--- src/rtl/conv_frame_sched.sv ---
// rtl/conv_frame_sched.sv - frame-level scheduler for the 3x3 convolution accelerator
// Programs the kernel once, then per output fetches 9 pixels, kicks and polls the accelerator, and stores the result.
module conv_frame_sched #(
  parameter int AW   = 16,
  parameter int DIMW = 12
) (
  input  logic          clk,
  input  logic          rst,
  input  logic [5:0]    addr,
  input  logic          en,
  input  logic          we,
  input  logic [31:0]   din,
  output logic [31:0]   dout,
  output logic [5:0]    acc_addr,
  output logic          acc_en,
  output logic          acc_we,
  output logic [31:0]   acc_din,
  input  logic [31:0]   acc_dout,
  output logic [AW-1:0] img_addr,
  input  logic [31:0]   img_rdata,
  output logic [AW-1:0] out_addr,
  output logic          out_we,
  output logic [31:0]   out_wdata,
  output logic          done_pulse
);
  typedef enum logic [2:0] {
    S_IDLE, S_LOAD_K, S_FETCH, S_START, S_GAP, S_POLL, S_READ
  } state_t;

  state_t state, state_nx;

  logic [DIMW-1:0] img_w, img_h, r, c;
  logic [AW-1:0]   img_base, out_base;
  logic [31:0]     kern [0:8];
  logic [31:0]     count;
  logic [3:0]      cnt;
  logic            done, err, wr_q;

  logic            busy, start_req, abort_now, geom_ok, last_pos;
  logic [3:0]      cpu_kidx, kc4;
  logic [1:0]      kr;
  logic [AW-1:0]   row;

  assign start_req = en && we && (addr == 6'h00) && din[0];
  assign busy      = (state != S_IDLE) || wr_q;
  assign abort_now = en && we && (addr == 6'h00) && din[1] && (state != S_IDLE);
  assign geom_ok   = (img_w >= DIMW'(3)) && (img_h >= DIMW'(3));
  assign last_pos  = (r == img_h - DIMW'(3)) && (c == img_w - DIMW'(3));
  assign cpu_kidx  = 4'(addr - 6'h10);
  // An aborted cycle must not commit the result that was scheduled for it
  assign out_we    = wr_q && !abort_now;

  // Window tap k maps to row offset k/3 and column offset k%3
  assign kr  = (cnt >= 4'd6) ? 2'd2 : (cnt >= 4'd3) ? 2'd1 : 2'd0;
  assign kc4 = cnt - 4'(kr) * 4'd3;
  assign row = AW'(r) + AW'(kr);

  always_comb begin
    state_nx = state;
    acc_en   = 1'b0;
    acc_we   = 1'b0;
    acc_addr = 6'h00;
    acc_din  = 32'd0;
    img_addr = '0;
    case (state)
      S_IDLE: if (start_req && !busy && geom_ok) state_nx = S_LOAD_K;
      S_LOAD_K: begin
        acc_en   = 1'b1;
        acc_we   = 1'b1;
        acc_addr = 6'h10 + 6'(cnt);
        acc_din  = kern[cnt];
        if (cnt == 4'd8) state_nx = S_FETCH;
      end
      S_FETCH: begin
        if (cnt < 4'd9)
          img_addr = img_base + row * AW'(img_w) + AW'(c) + AW'(kc4[1:0]);
        // Memory data arrives one cycle after its address, so the write trails by one
        if (cnt != 4'd0) begin
          acc_en   = 1'b1;
          acc_we   = 1'b1;
          acc_addr = 6'h20 + 6'(cnt - 4'd1);
          acc_din  = img_rdata;
        end
        if (cnt == 4'd9) state_nx = S_START;
      end
      S_START: begin
        acc_en   = 1'b1;
        acc_we   = 1'b1;
        acc_addr = 6'h00;
        acc_din  = 32'd1;
        state_nx = S_GAP;
      end
      S_GAP: if (cnt == 4'd1) state_nx = S_POLL;
      S_POLL: begin
        acc_en   = 1'b1;
        acc_addr = 6'h01;
        if (acc_dout[1] && !acc_dout[0]) state_nx = S_READ;
      end
      S_READ: begin
        acc_en   = 1'b1;
        acc_addr = 6'h02;
        state_nx = last_pos ? S_IDLE : S_FETCH;
      end
      default: state_nx = S_IDLE;
    endcase
    if (abort_now) begin
      state_nx = S_IDLE;
      acc_en   = 1'b0;
      acc_we   = 1'b0;
    end
  end

  always_ff @(posedge clk) begin
    if (rst) state <= S_IDLE;
    else     state <= state_nx;
  end

  always_ff @(posedge clk) begin
    if (rst) begin
      img_w      <= '0;
      img_h      <= '0;
      img_base   <= '0;
      out_base   <= '0;
      for (int i = 0; i < 9; i++) kern[i] <= 32'd0;
      count      <= 32'd0;
      cnt        <= 4'd0;
      r          <= '0;
      c          <= '0;
      done       <= 1'b0;
      err        <= 1'b0;
      wr_q       <= 1'b0;
      out_addr   <= '0;
      out_wdata  <= 32'd0;
      done_pulse <= 1'b0;
    end else begin
      cnt        <= (state == S_IDLE || state_nx != state) ? 4'd0 : cnt + 4'd1;
      wr_q       <= 1'b0;
      done_pulse <= 1'b0;
      if (en && we && !busy) begin
        case (addr)
          6'h02: img_w    <= din[DIMW-1:0];
          6'h03: img_h    <= din[DIMW-1:0];
          6'h04: img_base <= din[AW-1:0];
          6'h05: out_base <= din[AW-1:0];
          default: if (addr >= 6'h10 && addr <= 6'h18) kern[cpu_kidx] <= din;
        endcase
      end
      if (state == S_IDLE && start_req && !busy) begin
        done <= 1'b0;
        if (geom_ok) begin
          err   <= 1'b0;
          count <= 32'd0;
          r     <= '0;
          c     <= '0;
        end else begin
          err <= 1'b1;
        end
      end
      if (out_we) count <= count + 32'd1;
      if (state == S_READ && !abort_now) begin
        out_wdata <= acc_dout;
        out_addr  <= out_base + AW'(count);
        wr_q      <= 1'b1;
        if (c == img_w - DIMW'(3)) begin
          c <= '0;
          r <= r + DIMW'(1);
        end else begin
          c <= c + DIMW'(1);
        end
        if (last_pos) begin
          done       <= 1'b1;
          done_pulse <= 1'b1;
        end
      end
      if (abort_now) done <= 1'b0;
    end
  end

  always_comb begin
    dout = 32'd0;
    if (en && !we) begin
      case (addr)
        6'h01: dout = {29'd0, err, done, busy};
        6'h02: dout = 32'(img_w);
        6'h03: dout = 32'(img_h);
        6'h04: dout = 32'(img_base);
        6'h05: dout = 32'(out_base);
        6'h06: dout = count;
        default: if (addr >= 6'h10 && addr <= 6'h18) dout = kern[cpu_kidx];
      endcase
    end
  end
endmodule

--- config.mk ---
export PLATFORM = sky130hd
export DESIGN_NAME = conv_frame_sched
export DESIGN_NICKNAME = d
export VERILOG_FILES = /design/src/rtl/conv_frame_sched.sv
export SDC_FILE = /design/constraint.sdc
export NUM_CORES = 2
export LEC_CHECK = 0
export ABC_AREA = 1
export CAP_MARGIN = 30
export CORE_MARGIN = 2
export CORE_UTILIZATION = 40
export CTS_CLUSTER_DIAMETER = 150
export DETAILED_ROUTE_END_ITERATION = 16
export GPL_TIMING_DRIVEN = 0
export PLACE_DENSITY_LB_ADDON = 0.05
export SLEW_MARGIN = 20
export SYNTH_ARGS = -nofsm -noshare
export SYNTH_HDL_FRONTEND = slang
export SYNTH_SLANG_ARGS = --single-unit
--- constraint.sdc ---
create_clock -name clk -period 9.79 [get_ports clk]
set_clock_uncertainty 0.15 [all_clocks]
set_input_delay 1.4685 -clock clk [delete_from_list [all_inputs] [get_ports clk]]
set_output_delay 1.4685 -clock clk [all_outputs]
set_load 0.005 [all_outputs]
### After elaboration in Yosys (flattened, before gate mapping)

Memory sizes are Yosys's and may differ from the RTL's. A register that Yosys moved wholly into a read port is not among the register bits.
Index checks and enable logic that the tools add are counted.
W data, S select, Z words.

| word-level totals | value |
|---|---|
| flip-flop bits (word level) | 171 |
| bits in latches | 0 |
| bits in writable memories | 288 |
| memory bits (read-only) | 0 |
| input port bits | 106 |
| output and inout port bits | 138 |
| logic and storage cells | 156 |
| memories kept | 1 |

Memory list:

| name | words | bits a word | rd ports | clocked after Yosys merged registers in | wr ports | RTL line | text |
|---|---|---|---|---|---|---|---|
| kern | 9 | 32 | 2 | 1 | 9 | 34 | `logic [31:0] kern [0:8];` |

| operators by class | value |
|---|---|
| add/subtract/negate cells | 16 |
| $mul | 2 |
| div/mod/pow operators | 0 |
| magnitude comparators | 7 |
| equality and inequality tests | 18 |
| shift operators | 0 |
| muxes and demuxes | 52 |
| bitwise operators | 1 |
| reductions and logical operators | 44 |

Operators with widths:

| operator | number |
|---|---|
| $mux W32 | 7 |
| $pmux W32 S6 | 1 |
| $mux W12 | 8 |
| $pmux W32 S3 | 1 |
| $add A16 B16 Y16 | 2 |
| $add A32 B1 Y32 const B | 1 |
| $mux W16 | 2 |
| $reduce_or A32 Y1 | 1 |
| $add A12 B1 Y12 const B | 2 |
| $eq A12 B12 Y1 | 2 |
| $ge A12 B2 Y1 const B | 2 |
| $pmux W6 S4 | 1 |
| $sub A12 B2 Y12 const B | 2 |
| $pmux W3 S7 | 1 |
| $eq A6 B3 Y1 const B | 3 |
| $mux W1 | 18 |
| $mux W3 | 6 |
| $logic_and A1 B1 Y1 | 17 |
| $add A16 B12 Y16 | 1 |
| $add A16 B2 Y16 | 1 |
| $mul A13 B12 Y16 | 1 |
| $add A12 B2 Y13 | 1 |
| $eq A6 B2 Y1 const B | 2 |
| $reduce_and A2 Y1 | 6 |
| other kinds (33) | 51 |

### Longest topological paths before layout

| logic depth | value |
|---|---|
| depth in word-level cells | 12 |
| gate-level depth with buffers | 40 |
| mapped depth without buffers | 37 |

### Least setup slack after synthesis

OpenSTA, ideal clock, no wires.

| timing path | value |
|---|---|
| path kind | register to output |
| start | reg cnt[0] |
| end | out img_addr[15] |
| data arrival time | 7.571 ns |
| data required time | 8.172 ns |
| slack | 0.600 ns |
| cell stages (with the launch flop) | 41 |
| buffers on the path | 3 |
| path through | dfxtp_1 -> inv_1 -> buf_2 -> clkbuf_1 -> clkbuf_1 -> ha_1 -> o31ai_1 -> inv_1 -> nor2_1 -> ha_1 -> inv_1 -> fa_1 -> nor2_2 -> nand2_1 -> nand2_1 -> nand2_1 -> inv_1 -> nor2_1 -> [... 5 more ...] -> inv_1 -> fa_1 -> inv_1 -> fa_1 -> inv_1 -> fa_1 -> inv_1 -> ha_1 -> inv_1 -> nor3_1 -> nand3_1 -> o2111ai_1 -> nand2_1 -> nor2_1 -> a211oi_1 -> nand3_1 -> nand2_1 -> nor2_1 |

| on the way | value |
|---|---|
| longest elaborated chain between the ends | 10 |
| elaborated cells on any way between the ends | 14 |
| those cells by class | 5 x add/sub; 2 x mul; 3 x order compare; 4 x mux |

Ends and longest elaborated chain:

| item | RTL line | text |
|---|---|---|
| start: declaration | 36 | `logic [3:0] cnt;` |
| start signal: assignment | 136 | `cnt <= (state == S_IDLE \|\| state_nx != state) ? 4'd0 : cnt + 4'd1;` |
| $ge A4 B2 Y1 | 54 | `assign kr = (cnt >= 4'd6) ? 2'd2 : (cnt >= 4'd3) ? 2'd1 : 2'd0;` |
| $mux W1 | 54 |  |
| $mux W2 | 54 |  |
| $add A12 B2 Y13 | 56 | `assign row = AW'(r) + AW'(kr);` |
| $mul A13 B12 Y16 | 76 | `img_addr = img_base + row * AW'(img_w) + AW'(c) + AW'(kc4[1:0]);` |
| $add A16 B16 Y16 | 76 |  |
| $add A16 B12 Y16 | 76 |  |
| $add A16 B2 Y16 | 76 |  |
| $mux W16 * | 75 | `if (cnt < 4'd9)` |
| $mux W16 * | 65 | `case (state)` |
| end: declaration | 19 | `output logic [AW-1:0] img_addr,` |

Every way passes the cells marked *; elsewhere a longest branch is shown, timed or not.

### Worst setup path after layout

| timing path | value |
|---|---|
| start | reg cnt[0] |
| end | out img_addr[11] |

Same word-level chain as after synthesis.

==> results.sh <==
export IMPL_fin_cells=6420
export IMPL_synth_top_area_frac=0.398
export IMPL_final_hold_viol_count=0
export IMPL_synth_area_leader_cell="edfxtp_1"
export IMPL_path_max_fanout=5
export IMPL_die_w_microns=315
export IMPL_grtUsageTotal=0.376
export IMPL_routed_wl_microns=191000
export IMPL_worst_hold_path_num_cells=2
export IMPL_vias=38668
export IMPL_worstPathArrival_ns=7.88
export IMPL_nNetsFinal=5359
export IMPL_grt_pass1_wl_microns=262000
export IMPL_clock_sinks=683
export IMPL_synth_warning_count=0
export IMPL_holdBufCountCts=0
export IMPL_die_area_sq_um=99000
export IMPL_drive_above_1_share=0.0815
export IMPL_yosysMostFrequentCell="nor2_1"
export IMPL_synth_area_sq_um=38600
export IMPL_setup_violations=0
export IMPL_seq_area_frac_synth=0.487
export IMPL_fillers=9271
export IMPL_dpl_cell_area_sq_um=44100
export IMPL_h_tree_depth=3
export IMPL_cts_made_buffers=81
export IMPL_insertion_delay_ns=0.67
export IMPL_drtPass1Iterations=9
export IMPL_finalCritPeriodShare=0.970
export IMPL_clkTransAtPathRegs_ns=0.06
export IMPL_synthTopCellsByCount="nor2_1, o21ai_0, nand2_1, edfxtp_1, inv_1"
export IMPL_grt_max_degree=33
export IMPL_ys_flop_type="edfxtp_1"
export IMPL_drc=0
export IMPL_min_delay_path_class="flip-flop to flip-flop"
export IMPL_synth_edf_count=512
export IMPL_io_buffers=243
export IMPL_placedCellCount=6225
export IMPL_via_per_inst=6.02
export IMPL_power_total_mw=6.95
export IMPL_status="complete, no violations"
export IMPL_antenna_found_initial=18
export IMPL_worstSetupEndpointType="primary output"
export IMPL_io_pin_count=244
export IMPL_crit_path_top_delay_cell="fa_1"
export IMPL_grt_setup_unrepaired="yes"
export IMPL_yosys_register_bits=683
export IMPL_placementRows=113
export IMPL_fin_crit_ns=9.50
export IMPL_r2r_cells=15
export IMPL_cts_tree="yes"
export IMPL_core_sq_um=95300
export IMPL_grt_overflow=0
export IMPL_wl_per_cell_microns=29.7
export IMPL_syn_area_per_cell_sq_um=8.67
export IMPL_grt_pass1_vias=35226
export IMPL_drtIter0Drc=6328
export IMPL_initial_core_util=0.405
export IMPL_cts_max_path_buffers=3
export IMPL_worst_ep_required_time_ns=8.17
export IMPL_dp_slack_ns=-2.52
export IMPL_ant_nets=0
export IMPL_fin_area_sq_um=47500
export IMPL_synth_area_leaders="edfxtp_1, dfxtp_1, nor2_1"
export IMPL_max_slew_margin_rel=0.203
export IMPL_cts_root_buffer="clkbuf_16"
export IMPL_tightest_slew_ns=1.20
export IMPL_finalWeightedCongestion=1.00
export IMPL_syn_inst=4455
export IMPL_area_growth_pct=23.1
export IMPL_hpwl_microns=137000
export IMPL_drv_slew=0
export IMPL_die_h_microns=315
export IMPL_async_flop_share=0
export IMPL_fmax_ghz=0.105
export IMPL_slowest_delay_ns=0.55
export IMPL_synth_cell_types=63
export IMPL_path_class="flip-flop to primary output"
export IMPL_leakage_nw=18.9
export IMPL_path_common_cell="fa_1"
export IMPL_vdd_ir_drop_worst_mv=0.136
export IMPL_fin_ws_ns=0.294
export IMPL_maxCapViolCount=0
export IMPL_utilization=0.499
export IMPL_cellPowerDensity_nw_per_um2=146
export IMPL_startpoint_type="flip-flop"
==> sequential cells by signal (all words and copies together) (netlist names) <==
register    count
done_pulse      1
count          32
out_wdata      32
img_h          12
out_addr       16
err             1
kern          512
r              12
c              12
img_w          12
out_base       16
img_base       16
wr_q            1
cnt             4
state           3
done            1
==> power breakdown <==
part | switching, mW | internal (mW) | total (mW)
clock | 1.33 | 1.82 | 3.15
sequential | 0.0619 | 3.24 | 3.30
combinational | 0.365 | 0.133 | 0.499
total | 1.76 | 5.19 | 6.95
==> stage by stage <==
stage                     setup TNS (ns)  hold WS (ns)
final                                  0         0.339
after global placement            -22.32         0.313
after global routing             -0.0222         0.357
after CTS                              0         0.337
after floorplan                        0         0.299
after detailed placement          -22.75         0.324
==> final timing paths <==
path	startpoint	endpoint	slack [ns]
worst min-delay path	count[25]	count[25]	0.34
worst min register to register	count[25]	count[25]	0.34
worst max register to register	cnt[1]	cnt[1]	5.79
worst max-delay path	cnt[0]	img_addr[11]	0.29
==> cell type report <==
class,instances,area [sq um],area share
tap,1265,1580,0.0333
multi-input combinational,3289,18300,0.385
clock buffer,112,2290,0.0481
sequential,683,18800,0.396
antenna,14,35.0,0.000737
inverter,413,1570,0.0329
timing repair buffer,322,3280,0.0691
clock inverter,35,399,0.00840
buffer,287,1250,0.0262
==> cell usage in the layout, fill, tap and decap left out, types with 200 or more instances in the layout <==
master,count
nor2_1,830
o21ai_0,564
edfxtp_1,512
nand2_1,493
inv_1,365
o22ai_1,312
clkdlybuf4s50_1,236
conb_1,224
a21oi_1,205
clkbuf_1,200
==> what timing repair did <==
item / in CTS / in global routing
resized for setup: 84 / 46
cloned: 0 / 0
setup buffers: 15 / 13
endpoints found under the setup margin: 15 / 9
pin swaps: 19 / 33
==> critical path, delay by kind of cell (launching register included) <==
| family | cells | cell delay [ns] |
|---|---|---|
| and+or+nand+nor | 7 | 0.90 |
| buffers and inverters | 15 | 1.40 |
| DFF | 1 | 0.43 |
| AOI/OAI and AO/OA | 4 | 0.63 |
| adders and majority gates | 10 | 3.84 |
==> per-layer routing <==
metal  GRT usage  wire length, microns  up-vias
li1            -                     -    16492
met1       0.504                 74300    18555
met2       0.527                 76700     2961
met3       0.140                 28100      640
met4       0.195                 11600       20
met5           0                   169        -
==> cells by family after synthesis <==
| family | synth area share |
|---|---|
| compound gates | 0.185 |
| xor+xnor | 0.0129 |
| fa+ha+maj | 0.0771 |
| buf+inv | 0.0714 |
| flops | 0.487 |
| other cells | 0.0000971 |
| simple gates | 0.166 |
(Power assumes the default switching activity.)
